[src/rtl/ft_cmd_pkg.sv]
// Shared definitions for the FT control-word register file.
package ft_cmd_pkg;

  // Opcode field values
  localparam logic [1:0] OP_NOP = 2'b00;
  localparam logic [1:0] OP_WR  = 2'b01;
  localparam logic [1:0] OP_RD  = 2'b10;
  localparam logic [1:0] OP_ERR = 2'b11;

  // Field bit positions within a 32-bit command/response word
  localparam int unsigned OP_MSB   = 31;
  localparam int unsigned OP_LSB   = 30;
  localparam int unsigned ADDR_MSB = 29;
  localparam int unsigned ADDR_LSB = 24;
  localparam int unsigned DATA_MSB = 23;
  localparam int unsigned DATA_LSB = 0;

  // Special addresses above the R/W bank
  localparam logic [5:0] ADDR_STATUS  = 6'h3E;
  localparam logic [5:0] ADDR_VERSION = 6'h3F;

  // Error responses echo the address with a zero data field
  function automatic logic [31:0] err_rsp(input logic [5:0] addr);
    return {OP_ERR, addr, 24'h000000};
  endfunction

endpackage

[src/rtl/rsp_sync_fifo.sv]
// Synchronous FIFO with occupancy count; head word shown as zero when empty.
module rsp_sync_fifo #(
  parameter int unsigned WIDTH = 32,
  parameter int unsigned DEPTH = 4
) (
  input  logic                       clk,
  input  logic                       reset,
  input  logic                       push_i,
  input  logic                       pop_i,
  input  logic [WIDTH-1:0]           wdata_i,
  output logic [WIDTH-1:0]           rdata_o,
  output logic [$clog2(DEPTH):0]     count_o,
  output logic                       empty_o,
  output logic                       full_o
);

  localparam int unsigned PTR_W = $clog2(DEPTH);
  localparam int unsigned CNT_W = PTR_W + 1;
  localparam logic [CNT_W-1:0] DEPTH_C = CNT_W'(DEPTH);

  logic [WIDTH-1:0] mem_q [DEPTH];
  logic [PTR_W-1:0] rd_ptr_q, wr_ptr_q;
  logic [CNT_W-1:0] count_q, count_d;
  logic             do_push, do_pop;

  assign empty_o = (count_q == '0);
  assign full_o  = (count_q == DEPTH_C);
  assign count_o = count_q;
  assign rdata_o = empty_o ? '0 : mem_q[rd_ptr_q];

  // A push into a full FIFO is legal only when the head leaves the same cycle
  assign do_push = push_i && (!full_o || pop_i);
  assign do_pop  = pop_i && !empty_o;

  // Occupancy next-state
  always_comb begin
    count_d = count_q;
    if (do_push && !do_pop) begin
      count_d = count_q + CNT_W'(1);
    end else if (!do_push && do_pop) begin
      count_d = count_q - CNT_W'(1);
    end
  end

  // Pointer and count registers
  always_ff @(posedge clk) begin
    if (reset) begin
      rd_ptr_q <= '0;
      wr_ptr_q <= '0;
      count_q  <= '0;
    end else begin
      count_q <= count_d;
      if (do_push) wr_ptr_q <= wr_ptr_q + PTR_W'(1);
      if (do_pop)  rd_ptr_q <= rd_ptr_q + PTR_W'(1);
    end
  end

  // Storage; contents are don't-care while unoccupied so no reset needed
  always_ff @(posedge clk) begin
    if (do_push) mem_q[wr_ptr_q] <= wdata_i;
  end

endmodule

[src/rtl/ft_cmd_regfile.sv]
// Decodes CPU-path control words, holds the control register bank and
// queues response words towards the CPU-command FIFO.
module ft_cmd_regfile
  import ft_cmd_pkg::*;
#(
  parameter int unsigned DATA_WIDTH = 32,
  parameter int unsigned NUM_REGS   = 16,
  parameter int unsigned REG_WIDTH  = 24,
  parameter int unsigned RSP_DEPTH  = 4,
  parameter logic [23:0] VERSION    = 24'h000001
) (
  input  logic                          clk,
  input  logic                          reset,
  input  logic [DATA_WIDTH-1:0]         cmd_data_i,
  input  logic                          cmd_we_i,
  output logic                          cmd_full_o,
  output logic [DATA_WIDTH-1:0]         rsp_data_o,
  output logic                          rsp_we_o,
  input  logic                          rsp_full_i,
  output logic [NUM_REGS*REG_WIDTH-1:0] regs_o,
  output logic [NUM_REGS-1:0]           wr_strobe_o
);

  localparam int unsigned IDX_W = (NUM_REGS > 1) ? $clog2(NUM_REGS) : 1;
  localparam int unsigned CNT_W = $clog2(RSP_DEPTH) + 1;
  localparam logic [5:0]  NUM_REGS_A = 6'(NUM_REGS);
  localparam logic [CNT_W-1:0] FULL_MARK = CNT_W'(RSP_DEPTH - 1);

  logic [1:0]            op;
  logic [5:0]            addr;
  logic [REG_WIDTH-1:0]  data;
  logic [IDX_W-1:0]      idx;
  logic                  in_bank;

  logic [REG_WIDTH-1:0]  regs_q [NUM_REGS];
  logic [NUM_REGS-1:0]   wr_strobe_q;
  logic                  ovf_q, cmd_full_q;

  logic                  wr_en, ovf_clr, rsp_gen;
  logic [DATA_WIDTH-1:0] rsp_word;

  logic                  fifo_empty, fifo_full, rsp_push, rsp_pop;
  logic [CNT_W-1:0]      fifo_count, cnt_after;

  assign op      = cmd_data_i[OP_MSB:OP_LSB];
  assign addr    = cmd_data_i[ADDR_MSB:ADDR_LSB];
  assign data    = cmd_data_i[DATA_MSB:DATA_LSB];
  assign idx     = addr[IDX_W-1:0];
  assign in_bank = (addr < NUM_REGS_A);

  // Command decode: register write enable, status clear and response word
  always_comb begin
    wr_en    = 1'b0;
    ovf_clr  = 1'b0;
    rsp_gen  = 1'b0;
    rsp_word = '0;
    if (cmd_we_i) begin
      unique case (op)
        OP_NOP: ;
        OP_WR: begin
          if (in_bank) begin
            wr_en = 1'b1;
          end else if (addr == ADDR_STATUS) begin
            ovf_clr = 1'b1;
          end else begin
            rsp_gen  = 1'b1;
            rsp_word = err_rsp(addr);
          end
        end
        OP_RD: begin
          rsp_gen = 1'b1;
          if (in_bank) begin
            rsp_word = {OP_RD, addr, regs_q[idx]};
          end else if (addr == ADDR_VERSION) begin
            rsp_word = {OP_RD, ADDR_VERSION, VERSION};
          end else if (addr == ADDR_STATUS) begin
            rsp_word = {OP_RD, ADDR_STATUS, 21'b0, ovf_q, 2'b00};
          end else begin
            rsp_word = err_rsp(addr);
          end
        end
        OP_ERR: begin
          rsp_gen  = 1'b1;
          rsp_word = err_rsp(addr);
        end
        default: ;
      endcase
    end
  end

  // Responses drain whenever the downstream FIFO has room
  assign rsp_pop  = !fifo_empty && !rsp_full_i;
  assign rsp_we_o = rsp_pop;
  assign rsp_push = rsp_gen && (!fifo_full || rsp_pop);
  assign cnt_after = fifo_count + CNT_W'(rsp_push) - CNT_W'(rsp_pop);

  rsp_sync_fifo #(
    .WIDTH (DATA_WIDTH),
    .DEPTH (RSP_DEPTH)
  ) u_rsp_fifo (
    .clk     (clk),
    .reset   (reset),
    .push_i  (rsp_push),
    .pop_i   (rsp_pop),
    .wdata_i (rsp_word),
    .rdata_o (rsp_data_o),
    .count_o (fifo_count),
    .empty_o (fifo_empty),
    .full_o  (fifo_full)
  );

  // Register bank and one-cycle write strobes
  always_ff @(posedge clk) begin
    if (reset) begin
      for (int k = 0; k < NUM_REGS; k++) regs_q[k] <= '0;
      wr_strobe_q <= '0;
    end else begin
      wr_strobe_q <= '0;
      if (wr_en) begin
        regs_q[idx]      <= data;
        wr_strobe_q[idx] <= 1'b1;
      end
    end
  end

  // Sticky overflow flag and registered backpressure
  always_ff @(posedge clk) begin
    if (reset) begin
      ovf_q      <= 1'b0;
      cmd_full_q <= 1'b0;
    end else begin
      cmd_full_q <= (cnt_after >= FULL_MARK);
      if (rsp_gen && fifo_full && !rsp_pop) begin
        ovf_q <= 1'b1;
      end else if (ovf_clr) begin
        ovf_q <= 1'b0;
      end
    end
  end

  for (genvar k = 0; k < NUM_REGS; k++) begin : g_regs_flat
    assign regs_o[k*REG_WIDTH +: REG_WIDTH] = regs_q[k];
  end

  assign wr_strobe_o = wr_strobe_q;
  assign cmd_full_o  = cmd_full_q;

endmodule

[config.mk]
export PLATFORM = sky130hd
export DESIGN_NAME = ft_cmd_regfile
export DESIGN_NICKNAME = d
export VERILOG_FILES = /design/src/rtl/ft_cmd_pkg.sv /design/src/rtl/rsp_sync_fifo.sv /design/src/rtl/ft_cmd_regfile.sv
export SDC_FILE = /design/constraint.sdc
export NUM_CORES = 1
export LEC_CHECK = 0
export CORE_AREA = 5 5 273 275
export CTS_CLUSTER_DIAMETER = 150
export DETAILED_ROUTE_END_ITERATION = 7
export DIE_AREA = 0 0 278 280
export PLACE_DENSITY = 0.61
export REMOVE_ABC_BUFFERS = 1
export SLEW_MARGIN = 15
export SYNTH_ARGS = -nofsm -noshare
export SYNTH_HDL_FRONTEND = slang
export SYNTH_SLANG_ARGS = --single-unit
export TNS_END_PERCENT = 20
[constraint.sdc]
create_clock -name clk -period 5.61 [get_ports clk]
set_clock_uncertainty 0.15 [all_clocks]
set_input_delay 1.122 -clock clk [delete_from_list [all_inputs] [get_ports clk]]
set_output_delay 1.122 -clock clk [all_outputs]
set_load 0.01 [all_outputs]
==> results of run 1 <==
## state kept, by name, summed over array words and instances (netlist names), named ones only
signal	flops
u_rsp_fifo.mem_q	128
regs_q	384
cmd_full_o	1
wr_strobe_o	16
u_rsp_fifo.wr_ptr_q	2
u_rsp_fifo.count_o	3
ovf_q	1
u_rsp_fifo.rd_ptr_q	2
## logic make-up after synthesis
family                     after synthesis
AOI/OAI and AO/OA                       51
xor gates and xnor gates                 6
adders and majority gates                9
buffers and inverters                  116
DFF                                    539
muxes                                  175
and+or+nand+nor                        494
## path summary, 6_finish.rpt
check,from,end,slack (ns)
worst max register to register,u_rsp_fifo.count_o[1],u_rsp_fifo.count_o[2],2.85
worst max-delay path,flop,rsp_data_o[9],1.23
worst min register to register,ovf_q,ovf_q,0.36
worst min-delay path,ovf_q,ovf_q,0.36
## cell usage in the layout, fill, tap and decap left out, drive strengths merged, types with 6 or more instances in the layout
cell / n
o22ai: 22
nor3: 12
or2: 10
mux2i: 48
clkbuf: 84
and2: 391
nor2: 20
nor2b: 33
nand2: 6
mux4: 127
inv: 15
dfxtp: 27
clkdlybuf4s50: 466
ha: 7
clkinv: 11
buf: 37
o21a: 6
o21ai: 11
edfxtp: 512
bufinv: 6
## worst max-delay path: stages, from the launching register on
cell and delay, ns:
dfxtp_1 1.06, mux4_2 0.38, nor2b_1 0.42, clkdlybuf4s50_1 0.64
## metal layers
metal  share of wire [%]  GRT usage (%)  vias up
met1                  40           27.5     7610
met4                 2.2           4.40        2
li1                    -              -     6128
met3                 7.3           4.18       99
met5               0.024              0        -
met2                  51           36.9      675
## through the flow
step | setup WS (ns) | hold slack (ns) | std cells | cell area [um^2]
finish | 1.23 | 0.364 | 2858 | 31200
global route | 1.08 | 0.372 | 2856 | 31200
CTS | 1.09 | 0.355 | 2856 | 31200
detailed placement | 1.11 | 0.340 | 2749 | 29300
global placement | 1.22 | 0.336 | 2748 | 29200
floorplan | 1.42 | 0.320 | 1287 | 22900
## layout make-up
cell class	count	share of cell area, %
sequential	539	51.0
multi-input combinational	735	22.8
timing repair buffer	503	16.0
clock buffer	84	5.26
tap	959	3.85
clock inverter	23	0.903
inverter	13	0.156
antenna	2	0.0160
## power by group through the flow
stage	Combinational, mW	Sequential (mW)	Clock, mW
2_1_floorplan	0.686	4.91	0
3_3_place_gp	1.89	4.88	0
3_5_place_dp	1.90	4.88	0
4_1_cts	1.90	4.80	3.95
5_1_grt	1.97	4.82	4.10
6_report	1.85	4.80	3.88
==> flow_summary_export.csv, run 1 <==
group,metric,value,unit
drt,drcViolationCount,0,
synth,synthSimpleGateAreaFrac,13.4,%
synth,ys_top_cells_by_area,"edfxtp_1 66%, mux4_2 12%, and2_1 10%",
synth,synth.area.mux_share,14.3,%
power,irDropWorstVdd,0.214,mV
placement,portBuffers,469,
power,clockPowerShare,36.9,%
finish,num-nets-final,1894,
global_route,first_global_vias,14888,
synth,ys_warn_count,0,
finish,seqCellArea,15900,um^2
worst_hold_path,hold_path.class,"reg2reg",
drt,drtPass1Iterations,5,
cts,numClockSinks,539,
global_route,grt_util_all_layers,21.1,%
power,powerDensity,338,nW/um^2
global_route,antenna_found_initial,3,
die,start_util,32.5,%
synth,synth_area,23400,um^2
finish,area_delta_synth_final,33.3,%
global_route,grt_max_degree,80,
die,die_h,280,um
worst_hold_path,hold_path_depth,1,
die,die-area,77800,um^2
timing,maxSlewHeadroom,24.8,%
synth,synth_edf_count,512,
synth,synthArstFlopShare,0,%
worst_setup_path,endpoint_kind,"primary output",
placement,place_hpwl,60.7,mm
timing,finalCritPeriodShare,78.1,%
die,core_area,72100,um^2
outcome,outcome,"finished, final reports clean",
die,num_rows,99,
worst_setup_path,worstPathRequired,4.34,ns
power,p_leak,10.8,nW
drt,wl,84.8,mm
timing,setup_tns,0,ns
synth,syn_area_per_cell,16.8,um^2
global_route,grt_first_pass_wirelength,118,mm
drt,viasPerCell,5.08,
drt,avgRoutedWirePerCell,29.7,um
timing,rsz0062_at_grt,"no",
timing,setup_viol,0,
worst_setup_path,crit_type,"reg2out",
finish,nFillCells,6415,
cts,insertion_delay,0.61,ns
timing,hold_viol_final,0,
global_route,overflow,0,
placement,gp_congestion,0.863,
synth,ys_seq_area_share,68.0,%
worst_setup_path,r2r.worst_path.cells,9,
die,die_w,278,um
finish,final_core_util,43.3,%
synth,synth.most_common_cell,"edfxtp_1",
cts,post-cts-setup-buffer-count,0,
cts,postCtsResizedCells,0,
synth,yosysTopAreaCellShare,65.7,%
drt,vias,14514,
power,p_seq_share,45.5,%
synth,synth_xor_area_share,0.225,%
finish,multiInputGateArea,7110,um^2
synth,ys.flop_type,"edfxtp_1",
power,p_sw,2.72,mW
synth,ys_types,47,
synth,ys_ff_latch,539,
timing,period_minus_slack,4.38,ns
synth,synth_top_family_by_area,"multiplexers",
power,sw_frac_of_total,25.8,%
cts,htreeDepth,2,
cts,cts_tree,"yes",
timing,final_max_slew_viol_count,0,
finish,final_layout_size_suffix_gt1_share,15.5,%
cts,numCtsBuffers,57,
worst_setup_path,arrival,3.11,ns
power,power,10.5,mW
drt,ant_nets,0,
cts,holdBufCountCts,0,
cts,ctsRootBufferMaster,"clkbuf_16",
synth,synth-adder-area-share,0.545,%
drt,first_iter_violations,1277,
power,comb_power_share,17.6,%
flow_run,drv_cap,0,
cts,clkTransAtPathRegs,0.06,ns
worst_setup_path,cp-start-kind,"flop",
worst_setup_path,crit_fanout,19,
power,p_int,7.81,mW
timing,worst_pin_slew,1.12,ns
synth,yosys.area.top_type,"edfxtp_1",
timing,timing.fmax,228,MHz
synth,synthCells,1390,
synth,ys_top_cells_by_count,"512 x edfxtp_1, 391 x and2_1, 127 x mux4_2",
cts,clockBufferDepth,3,
synth,synth-compound-area-share,1.39,%
die,ios,470,
Power figures use the tool's default switching activity.
==> run 2: changes to the inputs <==
==> constraint.sdc (replaced) <==
create_clock -name clk -period 4.1 [get_ports clk]
set_clock_uncertainty 0.15 [all_clocks]
set_input_delay 0.82 -clock clk [delete_from_list [all_inputs] [get_ports clk]]
set_output_delay 0.82 -clock clk [all_outputs]
set_load 0.01 [all_outputs]
==> flow_summary_export.csv, run 2 (synthesized netlist as in run 1, its figures left out) <==
group,metric,value,unit
outcome,outcome,"finished, final reports clean",
timing,setup_tns,0,ns
worst_setup_path,rrSetupSlack,1.35,ns
die,start_util,32.5,%
die,core_area,72100,um^2
timing,period_minus_slack,3.79,ns
global_route,grt_util_all_layers,21.5,%
die,die-area,77800,um^2
worst_setup_path,r2r.worst_path.cells,9,
drt,drtPass1Iterations,5,
placement,dp_slack,0.484,ns
finish,largest_reg_flops,384,
cts,clockBufferDepth,3,
finish,mostFrequentLayoutCell,"edfxtp_1",
die,ios,470,
drt,wl,86.4,mm
timing,worst_slack,0.314,ns
power,clockPowerShare,36.0,%
timing,rsz0062_at_grt,"no",
worst_hold_path,min_to,"ovf_q",
power,powerDensity,450,nW/um^2
cts,clkTransAtPathRegs,0.06,ns
global_route,overflow,0,
finish,area_delta_synth_final,34.8,%
finish,final_layout_size_suffix_gt1_share,16.8,%
worst_setup_path,crit_chain,"buf_12, mux4_2, nor2b_1, clkdlybuf4s50_1",
finish,final_area,31500,um^2
power,p_int,10.5,mW
worst_setup_path,reg2reg_from,"u_rsp_fifo.count_o[1]",
global_route,grt_first_pass_wirelength,120,mm
placement,portBuffers,469,
placement,dpl_cell_area,29700,um^2
power,irDropWorstVdd,0.315,mV
cts,numClockSinks,539,
cts,holdBufCountCts,0,
global_route,antenna_found_initial,4,
finish,layout_common_cells,"512 x edfxtp_1, 466 x clkdlybuf4s50_1, 387 x and2_1",
worst_hold_path,hold_path.class,"reg2reg",
cts,postCtsResizedCells,0,
power,p_seq_share,46.1,%
cts,htreeDepth,2,
drt,drcViolationCount,0,
timing,setup_viol,0,
die,num_rows,99,
cts,numCtsBuffers,59,
worst_hold_path,hold_path_depth,1,
drt,vias,14714,
global_route,grt_max_degree,37,
worst_setup_path,cp.buffers_inverters,2,
worst_setup_path,critPathMaxStageDelay,0.59,ns
finish,largest_register,"regs_q",
worst_setup_path,r2r-end,"u_rsp_fifo.count_o[2]",
die,die_w,278,um
timing,maxSlewHeadroom,34.1,%
flow_run,drv_cap,0,
placement,place_hpwl,60.5,mm
drt,first_iter_violations,1352,
drt,viasPerCell,5.09,
timing,timing.fmax,264,MHz
worst_setup_path,cpLargestDelayFamily,"buffers and inverters",
drt,ant_nets,0,
finish,num-nets-final,1928,
worst_setup_path,arrival,2.82,ns
timing,worst_pin_slew,0.988,ns
cts,cts_tree,"yes",
cts,insertion_delay,0.62,ns
power,p_leak,11.0,nW
power,comb_power_share,17.9,%
worst_hold_path,holdCritStartpoint,"ovf_q",
die,die_h,280,um
worst_setup_path,endpoint_kind,"primary output",
placement,gp_congestion,0.843,
timing,finalCritPeriodShare,92.3,%
worst_setup_path,worstPathRequired,3.13,ns
cts,ctsRootBufferMaster,"clkbuf_16",
timing,final_max_slew_viol_count,0,
cts,post-cts-setup-buffer-count,0,
timing,hold_viol_final,0,
worst_setup_path,crit_type,"reg2out",
worst_setup_path,cp_slowest_cell,"dfxtp_2",
global_route,first_global_vias,15039,
worst_setup_path,crit_fanout,23,
drt,avgRoutedWirePerCell,29.9,um
power,sw_frac_of_total,26.2,%
worst_setup_path,cp-start-kind,"flop",
power,p_sw,3.72,mW
-- run 2: worst reg2reg max path, delay by kind of cell (launching register included) --
| family | cells | cell delay, ns |
|---|---|---|
| AOI/OAI and AO/OA | 2 | 0.33 |
| DFF | 1 | 0.48 |
| buffers and inverters | 1 | 0.06 |
| xor gates and xnor gates | 1 | 0.17 |
| and+or+nand+nor | 3 | 0.87 |
| adders and majority gates | 2 | 0.64 |
-- run 2: area by class of cell --
type | instances | area [um^2]
inverters | 13 | 48.8
clock buffers | 82 | 1620
flip-flops and latches | 539 | 15900
multi-input cells | 735 | 7110
repair buffers | 535 | 5410
fillers | 6427 | 40600
clock inverters | 25 | 220
diodes | 2 | 5.00
well taps | 959 | 1200
-- run 2: how the worst max path moves through the flow --
stage	start	cells after the start	to
final	flop	4	rsp_data_o[13]
after CTS	flop	4	rsp_data_o[13]
after global placement	cmd_data_i[28]	10	u_rsp_fifo.count_o[2]
after global routing	flop	4	rsp_data_o[13]
after floorplan	u_rsp_fifo.count_o[0]	9	cmd_full_o
after detailed placement	cmd_data_i[28]	6	regs_q[1][3]
-- run 2: through the flow --
| stage | cells | power [mW] | util [%] | hold slack [ns] |
|---|---|---|---|---|
| 3_3_place_gp | 2781 | 9.23 | 41.2 | 0.331 |
| 6_report | 2890 | 14.2 | 43.7 | 0.356 |
| 3_5_place_dp | 2781 | 9.25 | 41.2 | 0.339 |
| 2_1_floorplan | 1287 | 7.65 | - | 0.320 |
| 4_1_cts | 2888 | 14.4 | 43.7 | 0.354 |
| 5_1_grt | 2888 | 14.7 | 43.7 | 0.373 |
-- run 2: power groups by stage --
stage               registers, mW  clock network [mW]  logic [mW]
global placement             6.64                   0        2.59
detailed placement           6.65                   0        2.60
CTS                          6.54                5.20        2.61
global route                 6.56                5.45        2.71
finish                       6.53                5.11        2.54
floorplan                    6.71                   0       0.939
-- run 2: per-layer routing --
layer,vias to the layer above,share of wire [%],track usage (%)
li1,6208,-,-
met1,7664,39,27.4
met2,729,51,37.4
met3,111,7.7,5.03
met4,2,2.6,5.25
met5,-,0.015,0
==> run 3: changes to the inputs <==
--- a/config.mk
+++ b/config.mk
@@ -5,10 +5,11 @@
 export SDC_FILE = /design/constraint.sdc
 export NUM_CORES = 1
 export LEC_CHECK = 0
-export CORE_AREA = 5 5 273 275
+export ABC_AREA = 1
+export CORE_AREA = 5 5 269 271
 export CTS_CLUSTER_DIAMETER = 150
 export DETAILED_ROUTE_END_ITERATION = 7
-export DIE_AREA = 0 0 278 280
+export DIE_AREA = 0 0 274 276
 export PLACE_DENSITY = 0.61
 export REMOVE_ABC_BUFFERS = 1
 export SLEW_MARGIN = 15
==> flow_summary_export.csv, run 3 <==
group,metric,value,unit
drt,viasPerCell,5.06,
cts,post-cts-setup-buffer-count,0,
flow_run,drv_cap,0,
synth,synth_edf_count,512,
die,die_w,274,um
synth,yosys.area.top_type,"edfxtp_1",
drt,ant_nets,0,
finish,layout_common_cells,"581 x nand2_1, 574 x nor2_1, 512 x edfxtp_1",
worst_setup_path,cp-start-kind,"flop",
synth,syn_area_per_cell,10.4,um^2
finish,final_layout_size_suffix_gt1_share,8.37,%
die,die-area,75600,um^2
synth,ys_top_cells_by_area,"edfxtp_1 67%, nand2_1 9.8%, nor2_1 9.5%",
drt,drtPass1Iterations,6,
finish,largest_reg_flops,384,
drt,drcViolationCount,0,
synth,ys_ff_latch,539,
cts,cts_tree,"yes",
worst_hold_path,hold_path_depth,2,
synth,synthArstFlopShare,0,%
worst_setup_path,crit_chain,"buf_4, nor2_1, nor2_1, o21ai_0, a21oi_1, clkdlybuf4s50_1",
finish,mostFrequentLayoutCell,"nand2_1",
cts,htreeDepth,2,
worst_setup_path,cp_slowest_cell,"clkdlybuf4s50_1",
finish,fin_cells,3654,
cts,numClockSinks,539,
synth,yosysTopAreaCellShare,67.5,%
global_route,first_global_vias,18261,
placement,portBuffers,469,
timing,finalCritPeriodShare,92.9,%
cts,clockBufferDepth,3,
synth,ys_seq_area_share,69.9,%
timing,period_minus_slack,3.81,ns
die,die_h,276,um
worst_hold_path,hold_path.class,"reg2reg",
worst_hold_path,holdCritStartpoint,"u_rsp_fifo.rd_ptr_q[1]",
global_route,overflow,0,
worst_setup_path,cpMostUsedCell,"nor2_1",
die,num_rows,97,
timing,worst_pin_slew,0.801,ns
die,start_util,32.8,%
timing,worst_slack,0.291,ns
global_route,grt_max_degree,91,
worst_setup_path,critPathMaxStageDelay,0.64,ns
die,core_area,69500,um^2
drt,first_iter_violations,2104,
power,p_leak,11.7,nW
cts,clkTransAtPathRegs,0.06,ns
finish,area_delta_synth_final,35.7,%
synth,synthCells,2194,
outcome,outcome,"finished, final reports clean",
worst_setup_path,r2r.worst_path.cells,10,
placement,dp.cells,3547,
finish,seqCellArea,15900,um^2
timing,final_max_slew_viol_count,0,
synth,synth_area,22800,um^2
synth,synth.most_common_cell,"nand2_1",
power,powerDensity,475,nW/um^2
cts,numCtsBuffers,56,
global_route,antenna_found_initial,1,
worst_setup_path,reg2reg_from,"u_rsp_fifo.count_o[1]",
worst_setup_path,cp.depth,6,
timing,maxSlewHeadroom,46.5,%
worst_setup_path,crit_type,"reg2out",
synth,ys_warn_count,0,
finish,num-nets-final,2710,
synth,ys.flop_type,"edfxtp_1",
worst_setup_path,rrSetupSlack,1.78,ns
finish,nFillCells,6421,
drt,avgRoutedWirePerCell,26.5,um
power,irDropWorstVdd,0.339,mV
cts,holdBufCountCts,0,
worst_setup_path,arrival,2.84,ns
timing,timing.fmax,263,MHz
worst_setup_path,cp.buffers_inverters,2,
power,power,14.7,mW
worst_setup_path,r2r-end,"cmd_full_o",
drt,vias,18502,
cts,insertion_delay,0.62,ns
timing,setup_tns,0,ns
timing,rsz0062_at_grt,"no",
timing,hold_viol_final,0,
cts,ctsRootBufferMaster,"clkbuf_16",
placement,place_hpwl,66.0,mm
finish,multiInputGateArea,6040,um^2
placement,gp_congestion,0.894,
die,ios,470,
global_route,grt_util_all_layers,24.7,%
placement,dp_slack,0.398,ns
worst_setup_path,cpLargestDelayFamily,"buffers and inverters",
worst_setup_path,worstPathRequired,3.13,ns
worst_setup_path,endpoint_kind,"primary output",
timing,setup_viol,0,
finish,largest_register,"regs_q",
cts,postCtsResizedCells,0,
worst_setup_path,crit_fanout,41,
synth,ys_types,29,
synth,ys_top_cells_by_count,"597 x nand2_1, 579 x nor2_1, 512 x edfxtp_1",
drt,wl,96.9,mm
global_route,grt_first_pass_wirelength,136,mm
==> run 3: cell types whose count changed in the layout (fill, tap and decap cells not counted), moves of 33 or more <==
cell,change
o21ai_0,+69
mux2i_1,-48
a21oi_1,+34
nand2_1,+576
inv_1,+66
nor2b_1,-33
nor2_1,+560
mux4_2,-127
nand4_1,+89
and2_1,-387
==> run 3: power by group <==
part / switching, mW / internal, mW / total (mW)
clock network: 2.21 / 3.21 / 5.42
registers: 0.223 / 6.33 / 6.56
logic: 1.63 / 1.08 / 2.71
total: 4.07 / 10.6 / 14.7
==> run 3: cells by family (layout without fill, tap and decap cells) <==
group / after synthesis / after routing / synth area share [%]
and+or+nand+nor: 1301 / 1301 / 23.0
adders and majority gates: 9 / 9 / 0.560
AOI/OAI and AO/OA: 114 / 114 / 2.51
buffers and inverters: 229 / 748 / 4.02
xor gates and xnor gates: 2 / 2 / 0.0769
DFF: 539 / 539 / 69.9
other: 0 / 1 / 0
==> run 3: worst min-delay path, stage by stage (launching register included) <==
cell and delay (ns):
dfxtp_1 0.30, inv_1 0.06, a21oi_1 0.08
==> run 3: area by class of cell <==
type	count	share of cell area (%)
Clock buffer	68	4.81
Clock inverter	38	1.52
Inverter	98	1.20
Tap cell	940	3.80
Timing Repair Buffer	544	17.6
Sequential cell	539	51.5
Antenna cell	1	0.00809
Multi-Input combinational cell	1426	19.5
==> run 3: metrics by stage <==
stage | hold WS (ns) | util (%) | area [um^2]
finish | 0.340 | 44.5 | 30900
global route | 0.371 | 44.5 | 30900
CTS | 0.339 | 44.5 | 30900
detailed placement | 0.330 | 41.7 | 29000
global placement | 0.317 | 41.7 | 29000
floorplan | 0.289 | - | 22200
==> run 3: worst max path at each step <==
stage                     startpoint        endpoint  slack (ns)
6_report                        flop  rsp_data_o[14]        0.29
5_1_grt                         flop  rsp_data_o[14]        0.12
4_1_cts                         flop  rsp_data_o[14]        0.27
3_5_place_dp          cmd_data_i[26]      cmd_full_o        0.40
3_3_place_gp          cmd_data_i[26]      cmd_full_o        0.30
2_1_floorplan  u_rsp_fifo.count_o[2]      cmd_full_o        0.02
==> run 3: routing by layer <==
layer  vias to the layer above  track usage (%)  wire, um
met5                         -                0         0
met4                         0             7.11      3170
met3                       174             7.79     11200
met2                      1035             40.8     46200
met1                      9092             31.3     36200
li1                       8201                -         -
